### config.mk
export PLATFORM = sky130hd
export DESIGN_NAME = seq_mul_flat
export DESIGN_NICKNAME = d
export VERILOG_FILES = /design/src/rtl/seq_mul_if.sv /design/src/rtl/seq_mul.sv /design/src/flat_wrapper.sv
export SDC_FILE = /design/constraint.sdc
export NUM_CORES = 1
export LEC_CHECK = 0
export BUFFER_PORTS_ARGS = -buffer_cell sky130_fd_sc_hd__buf_2
export CORE_MARGIN = 2
export CORE_UTILIZATION = 25
export DETAILED_ROUTE_END_ITERATION = 12
export HOLD_SLACK_MARGIN = 0.06
export MAX_ROUTING_LAYER = met4
export SYNTH_ARGS = -nofsm -noshare
export SYNTH_HDL_FRONTEND = slang
export SYNTH_SLANG_ARGS = --single-unit
### constraint.sdc
create_clock -name clk -period 4.1 [get_ports clk]
set_input_delay 0.205 -clock clk [delete_from_list [all_inputs] [get_ports clk]]
set_output_delay 0.205 -clock clk [all_outputs]
set_load 0.01 [all_outputs]
### src/rtl/seq_mul_if.sv
// Handshake and operand/result bundle for the sequential shift-add multiplier.
interface seq_mul_if #(
   parameter int unsigned WIDTH = 8
);
   logic                 start;
   logic                 signed_mode;
   logic [WIDTH-1:0]     a;
   logic [WIDTH-1:0]     b;
   logic                 busy;
   logic                 done;
   logic [2*WIDTH-1:0]   p;

   modport master (output start, output signed_mode, output a, output b,
                   input busy, input done, input p);
   modport slave  (input start, input signed_mode, input a, input b,
                   output busy, output done, output p);
endinterface

### src/rtl/seq_mul.sv
// Sequential shift-add multiplier: one multiplier bit per cycle, LSB first,
// signed operands handled as magnitudes with the sign re-applied at the end.
module seq_mul #(
   parameter int unsigned WIDTH = 8
) (
   input  logic       clk,
   input  logic       rst,
   seq_mul_if.slave   bus
);
   localparam int unsigned PW = 2 * WIDTH;
   localparam int unsigned CW = $clog2(WIDTH + 1);

   typedef enum logic [1:0] {IDLE, CALC, DONE} state_t;

   state_t           r_state, w_state_nxt;
   logic [PW-1:0]    r_mcand, w_mcand_nxt;
   logic [WIDTH-1:0] r_mplier, w_mplier_nxt;
   logic [PW-1:0]    r_acc, w_acc_nxt;
   logic [CW-1:0]    r_cnt, w_cnt_nxt;
   logic             r_neg, w_neg_nxt;
   logic             r_busy, w_busy_nxt;
   logic             r_done, w_done_nxt;
   logic [PW-1:0]    r_p, w_p_nxt;

   logic [WIDTH-1:0] w_a_mag;
   logic [WIDTH-1:0] w_b_mag;
   logic [PW-1:0]    w_sum;

   // The most negative operand's magnitude still fits in WIDTH unsigned bits.
   assign w_a_mag = (bus.signed_mode && bus.a[WIDTH-1]) ? WIDTH'(-bus.a) : bus.a;
   assign w_b_mag = (bus.signed_mode && bus.b[WIDTH-1]) ? WIDTH'(-bus.b) : bus.b;
   assign w_sum   = r_mplier[0] ? (r_acc + r_mcand) : r_acc;

   always_ff @(posedge clk or posedge rst) begin
      if (rst) begin
         r_state  <= IDLE;
         r_mcand  <= '0;
         r_mplier <= '0;
         r_acc    <= '0;
         r_cnt    <= '0;
         r_neg    <= 1'b0;
         r_busy   <= 1'b0;
         r_done   <= 1'b0;
         r_p      <= '0;
      end else begin
         r_state  <= w_state_nxt;
         r_mcand  <= w_mcand_nxt;
         r_mplier <= w_mplier_nxt;
         r_acc    <= w_acc_nxt;
         r_cnt    <= w_cnt_nxt;
         r_neg    <= w_neg_nxt;
         r_busy   <= w_busy_nxt;
         r_done   <= w_done_nxt;
         r_p      <= w_p_nxt;
      end
   end

   always_comb begin
      w_state_nxt  = r_state;
      w_mcand_nxt  = r_mcand;
      w_mplier_nxt = r_mplier;
      w_acc_nxt    = r_acc;
      w_cnt_nxt    = r_cnt;
      w_neg_nxt    = r_neg;
      w_busy_nxt   = 1'b0;
      w_done_nxt   = 1'b0;
      w_p_nxt      = r_p;
      case (r_state)
         IDLE: begin
            if (bus.start) begin
               w_mcand_nxt  = PW'(w_a_mag);
               w_mplier_nxt = w_b_mag;
               w_acc_nxt    = '0;
               w_cnt_nxt    = '0;
               w_neg_nxt    = bus.signed_mode & (bus.a[WIDTH-1] ^ bus.b[WIDTH-1]);
               w_busy_nxt   = 1'b1;
               w_state_nxt  = CALC;
            end
         end
         CALC: begin
            w_acc_nxt    = w_sum;
            w_mcand_nxt  = r_mcand << 1;
            w_mplier_nxt = r_mplier >> 1;
            w_cnt_nxt    = r_cnt + CW'(1);
            // Last bit: publish the finished sum directly, sign applied.
            if (r_cnt == CW'(WIDTH - 1)) begin
               w_p_nxt     = r_neg ? (PW'(0) - w_sum) : w_sum;
               w_done_nxt  = 1'b1;
               w_state_nxt = DONE;
            end else begin
               w_busy_nxt = 1'b1;
            end
         end
         DONE: begin
            w_state_nxt = IDLE;
         end
         default: begin
            w_state_nxt = IDLE;
         end
      endcase
   end

   assign bus.busy = r_busy;
   assign bus.done = r_done;
   assign bus.p    = r_p;
endmodule

### src/flat_wrapper.sv
// flat-port wrapper written by rule: the top's interface ports become plain ports
module seq_mul_flat 
#(
   parameter int unsigned WIDTH = 8
)
  (clk, rst, bus_start, bus_signed_mode, bus_a, bus_b, bus_busy, bus_done, bus_p);
  seq_mul_if #(.WIDTH(WIDTH)) bus_i ();
  input  logic clk;
  input  logic rst;
  input wire logic [$bits(bus_i.start)-1:0] bus_start;
  input wire logic [$bits(bus_i.signed_mode)-1:0] bus_signed_mode;
  input wire logic [$bits(bus_i.a)-1:0] bus_a;
  input wire logic [$bits(bus_i.b)-1:0] bus_b;
  output wire logic [$bits(bus_i.busy)-1:0] bus_busy;
  output wire logic [$bits(bus_i.done)-1:0] bus_done;
  output wire logic [$bits(bus_i.p)-1:0] bus_p;
  assign bus_i.start = bus_start;
  assign bus_i.signed_mode = bus_signed_mode;
  assign bus_i.a = bus_a;
  assign bus_i.b = bus_b;
  assign bus_busy = bus_i.busy;
  assign bus_done = bus_i.done;
  assign bus_p = bus_i.p;
  seq_mul #(.WIDTH(WIDTH)) u_core (.clk(clk), .rst(rst), .bus(bus_i));
endmodule
* Word-level counts from Yosys, hierarchy flattened
Index checks and enable logic that the tools add are counted.
** Word-level totals
- Flip-flop bits (word level) :: 65
- Word-level logic and storage cells :: 48
** Cells by class
- Bitwise gates (word level) :: 2
- Reductions and logical operators :: 8
- Multiplexer cells :: 20
- Eq/ne operators :: 4
- Add/sub/neg operators :: 5
** Operators with widths (number)
- 16-bit 2-to-1 mux :: 4
- 16-bit case mux with 2 select lines :: 2
- 8-bit 2-to-1 mux :: 3
- 16-bit adder :: 1
- 8-bit negation :: 2
- 8-bit case mux with 2 select lines :: 1
- 1-bit by 16-bit subtractor with 16-bit output (first input constant) :: 1
- 4-bit case mux with 2 select lines :: 1
- 2-bit AND reduction :: 4
- 4-bit by 1-bit adder with 4-bit output (second input constant) :: 1
- 4-bit by 3-bit == test with 1-bit output (second input constant) :: 1
- 1-bit 2-to-1 mux :: 4
- 2-bit 2-to-1 mux :: 2
- 4-bit 2-to-1 mux :: 1
- 2-bit case mux with 2 select lines :: 1
- 2-bit by 1-bit == test with 1-bit output (second input constant) :: 1
- 1-bit logical AND :: 2
- 2-bit zero test :: 1
- 2-bit by 1-bit != test with 1-bit output (second input constant) :: 1
- 2-bit != test (second input constant) :: 1
- 1-bit case mux with 2 select lines :: 1
- 2-bit nonzero test :: 1
- 1-bit bitwise AND :: 1
- 1-bit bitwise XOR :: 1

* Longest topological paths before layout
- Depth after elaboration :: 4
- Mapped depth :: 10
- Mapped depth without buffers :: 10

* Least setup slack after synthesis
No wires, ideal clock.
- Path type :: register to register
- Start point :: register u_core.r_acc[0]
- End point :: register u_core.r_p[14], in the netlist u_core.bus.p[14]
- Data required time :: 3.973 ns
- Cell stages (with the launch flop) :: 11
- Arrival time :: 2.848 ns
- Slack :: 1.125 ns
- Path through :: dfrtp_1 > ha_1 > fa_1 > a21o_1 > nand4b_1 > nor3b_1 > nand2_1 > or4b_4 > nor4_4 > a311o_1 > nand3_1
** Between the ends
- Longest elaborated chain between the ends :: 4
** Ends and longest elaborated chain
- from (decl) :: RTL line seq_mul.sv:18 : logic [PW-1:0] r_acc, w_acc_nxt;
- from (signal assigned) :: RTL line seq_mul.sv:49 : r_acc <= w_acc_nxt;
- 16-bit adder :: RTL line seq_mul.sv:32 : assign w_sum = r_mplier[0] ? (r_acc + r_mcand) : r_acc;
- 16-bit 2-to-1 mux (*) :: RTL line seq_mul.sv:32
- 1-bit by 16-bit subtractor with 16-bit output :: RTL line seq_mul.sv:87 : w_p_nxt = r_neg ? (PW'(0) - w_sum) : w_sum;
- 16-bit 2-to-1 mux (*) :: RTL line seq_mul.sv:87
- to (signal assigned) :: RTL line seq_mul.sv:54 : r_p <= w_p_nxt;
- to (decl) :: RTL line seq_mul.sv:23 : logic [PW-1:0] r_p, w_p_nxt;
Every way passes the cells marked *; elsewhere a longest branch is shown, timed or not.
A chain may end at the register's enable or synchronous reset.

* Worst setup path after layout
- Start point :: register u_core.r_mcand[0]
- End point :: register u_core.r_p[14], in the netlist u_core.bus.p[14]
** Between the ends
- Longest elaborated chain between the ends :: 4
** Ends and longest elaborated chain
- from (decl) :: RTL line seq_mul.sv:16 : logic [PW-1:0] r_mcand, w_mcand_nxt;
- from (signal assigned) :: RTL line seq_mul.sv:47 : r_mcand <= w_mcand_nxt;
- 16-bit adder (*) :: RTL line seq_mul.sv:32
- 16-bit 2-to-1 mux (*) :: RTL line seq_mul.sv:32
- 1-bit by 16-bit subtractor with 16-bit output :: RTL line seq_mul.sv:87
- 16-bit 2-to-1 mux (*) :: RTL line seq_mul.sv:87
Marked as above.

==> flow_summary.toml <==
[cells_and_area]
antenna_cells = 0
nNetsFinal = 539
fillerInstances = 1747
seqCellArea_sq_mm = 0.001627
multi_input_area_sq_mm = 0.002432
areaGrowthSynthToFinish_pct = 17.96
layout-drive-gt1-share_pct = 14.68

[power_and_ir_drop]
p_leak_nw = 2.209
powerDensity_mw_per_mm2 = 855.7
worst_ir_drop_vdd_mv = 0.2852
total_power_mw = 4.232

[sta]
finalHoldViolCount = 0
min_period_ns = 3.287
fin_crit_sh_pct = 80.17
final-setup-viol-count = 0
setup_tns_ns = 0
max_freq_mhz = 304.2
maxSlewHeadroom_pct = 21.83
slew_violations = 0
fin_skew_ns = 0.006319
rsz0062_at_grt = "false"
worst_pin_slew_ns = 1.169

[floorplan]
rows = 47
dieArea_sq_mm = 0.01782
ios = 38
die_x_microns = 133.5
die_y_microns = 133.5
start_util_pct = 25.46
core_area_sq_mm = 0.01647

[clock_tree]
cts_root_buffer = "clkbuf_16"
clock-sinks = 65
cts_tree = "done"
numCtsBuffers = 9
clockBufferDepth = 2
clock_latency_ns = 0.33
clkTransAtPathRegs_ns = 0.05
cts-resized-gates = 0
htree_levels = 3

[critical_path]
crit_arrival_ns = 3.50
slowest_delay_ns = 0.56
path_cells = "ha_1 -> fa_1 -> a21o_1 -> nand4b_1 -> nor3b_1 -> nand2_1 -> or4b_4 -> nor4_4 -> a311o_1 -> nand3_1"
cp_slowest_cell = "or4b_4"
crit_type = "reg -> reg"
r2r_start = "u_core.r_mcand[0]$_DFFE_PP0P_"
cp-end-kind = "flop"
path_max_fanout = 5
worst_setup_path_start_kind = "flop"
crit_start = "u_core.r_mcand[0]$_DFFE_PP0P_"
critical_path_required_ns = 4.31

[synthesis]
ys_ff_latch = 65
synth.avg_cell_area_sq_um = 8.959
syn_inst = 468
seq_area_frac_synth_pct = 38.79
synth_commonest_cells = "dfrtp_1, nand2_1, o21ai_0"
synth_area_leaders = "dfrtp_1, o21ai_0, ha_1"
synth_ff_type = "dfrtp_1"
yosysUniqueCellTypes = 66
synth_edf_count = 0
synth.yosys.warnings = 0
synth.most_common_cell = "dfrtp_1"
syn-cell-area_sq_mm = 0.004193
synthArstFlopShare_pct = 100.0
yosys.area.top_type = "dfrtp_1"
synth_top_area_share_pct = 38.79
syn_nets = 508

[job]
cap_viol_max_count = 0

[route]
vias_per_cell = 4.924
drt_wl_total_microns = 10250
dr.pass1.iters = 4
ant_nets = 0
post_drt_wl_per_cell_microns = 14.16
drt-initial-drc-count = 216
drc = 0
num_vias = 3565

[placed_design]
hpwl_microns = 7518
gp_congestion = 0.8382
io_buffer_count = 37

[global_route]
antenna_found_initial = 1
grtUsageTotal_pct = 12.48
grt_pass1_vias = 3475
grt_max_degree = 55
grt_first_pass_wirelength_microns = 17200
gr-total-overflow = 0

[hold_path]
hold_start = "bus_a[0]"
min_path_type = "in -> reg"

[outcome]
status = "complete, no violations"
[what timing repair did]
item | 4_1_cts | 5_1_grt
endpoints found under the hold margin | 32 | 0
buffers inserted | 0 | 0
hold buffers | 1 | 0
[through the flow]
stage | util (%) | instance area, sq um | cells | hold WS, ns | setup slack, ns
after global routing | 30.04 | 4946 | 724 | 0.1879 | 0.6319
after floorplan | - | 4193 | 468 | 0.3435 | 1.125
after CTS | 30.04 | 4946 | 724 | 0.1690 | 0.8372
after detailed placement | 27.97 | 4606 | 707 | 0.3691 | 0.8606
final | 30.04 | 4946 | 724 | 0.1752 | 0.8130
after global placement | 27.97 | 4606 | 707 | 0.3550 | 0.9261
[state kept, by name (all words and copies together) (netlist names)]
name,cells
u_core.bus.busy,1
u_core.bus.done,1
u_core.bus.p,16
u_core.r_acc,16
u_core.r_cnt,4
u_core.r_mcand,16
u_core.r_mplier,8
u_core.r_neg,1
u_core.r_state,2
[cells by family after synthesis]
family                     count (synthesis)  share of synthesized area [%]
buffers and inverters                     38                          3.461
and+or+nand+nor                          153                          18.53
adders and majority gates                 20                          6.147
muxes                                      8                          1.940
AOI/OAI and AO/OA                        158                          25.69
xor gates and xnor gates                  26                          5.431
DFF                                       65                          38.79
[per-layer routing]
layer,wire length [microns],share of wire (%),up-vias,GRT usage (%)
li1,-,-,1787,-
met1,5004,49,1676,16.31
met2,4505,44,87,18.76
met3,590,5.8,15,3.349
met4,148,1.4,0,4.196
met5,0,0,-,-
[critical path: cells and delay by family (launching register included)]
family,cells,cell delay [ns]
flip-flops,1,0.41
AO/OA/AOI/OAI,2,0.40
adder cells (fa/ha/maj),2,0.69
AND/OR/NAND/NOR,6,1.66
[path summary, 6_finish.rpt]
path	endpoint	slack, ns	depth (start not counted)
min in group asynchronous	u_core.r_acc[3]$_DFFE_PP0P_	0.53	3
worst min register to register	u_core.bus.p[10]$_DFFE_PP0P_	0.47	2
max in group asynchronous	u_core.r_cnt[0]$_DFFE_PP0P_	2.68	4
worst max-delay path	u_core.bus.p[14]$_DFFE_PP0P_	0.81	10
worst max register to register	u_core.bus.p[14]$_DFFE_PP0P_	0.81	10
worst min-delay path	u_core.r_mcand[0]$_DFFE_PP0P_	0.18	3
[placed cells by master, fill, tap and decap left out, types with 9 or more instances in the layout]
cell type  netlist  layout
nand2_1         63      63
xnor2_1         13      13
clkbuf_16        0       9
dfrtp_1         65      65
buf_2            2      37
inv_1           17      16
a21oi_1         19      19
ha_1            19      19
nor2_1          26      26
xor2_1          13      13
o21ai_0         55      55
a22o_1          13      13
[area by class of cell]
| class | instances | share of cell area, % |
|---|---|---|
| clock buffers | 11 | 5.110 |
| clock inverters | 5 | 1.568 |
| inverters | 17 | 1.290 |
| multi-input cells | 365 | 49.18 |
| flip-flops and latches | 65 | 32.89 |
| well taps | 220 | 5.565 |
| repair buffers | 41 | 4.402 |
[where the power goes]
part           switching (mW)  internal (mW)
Clock                   0.278          0.563
Combinational            1.34          0.915
Sequential              0.231          0.910
Total                    1.84           2.39
(Power assumes the default switching activity.)
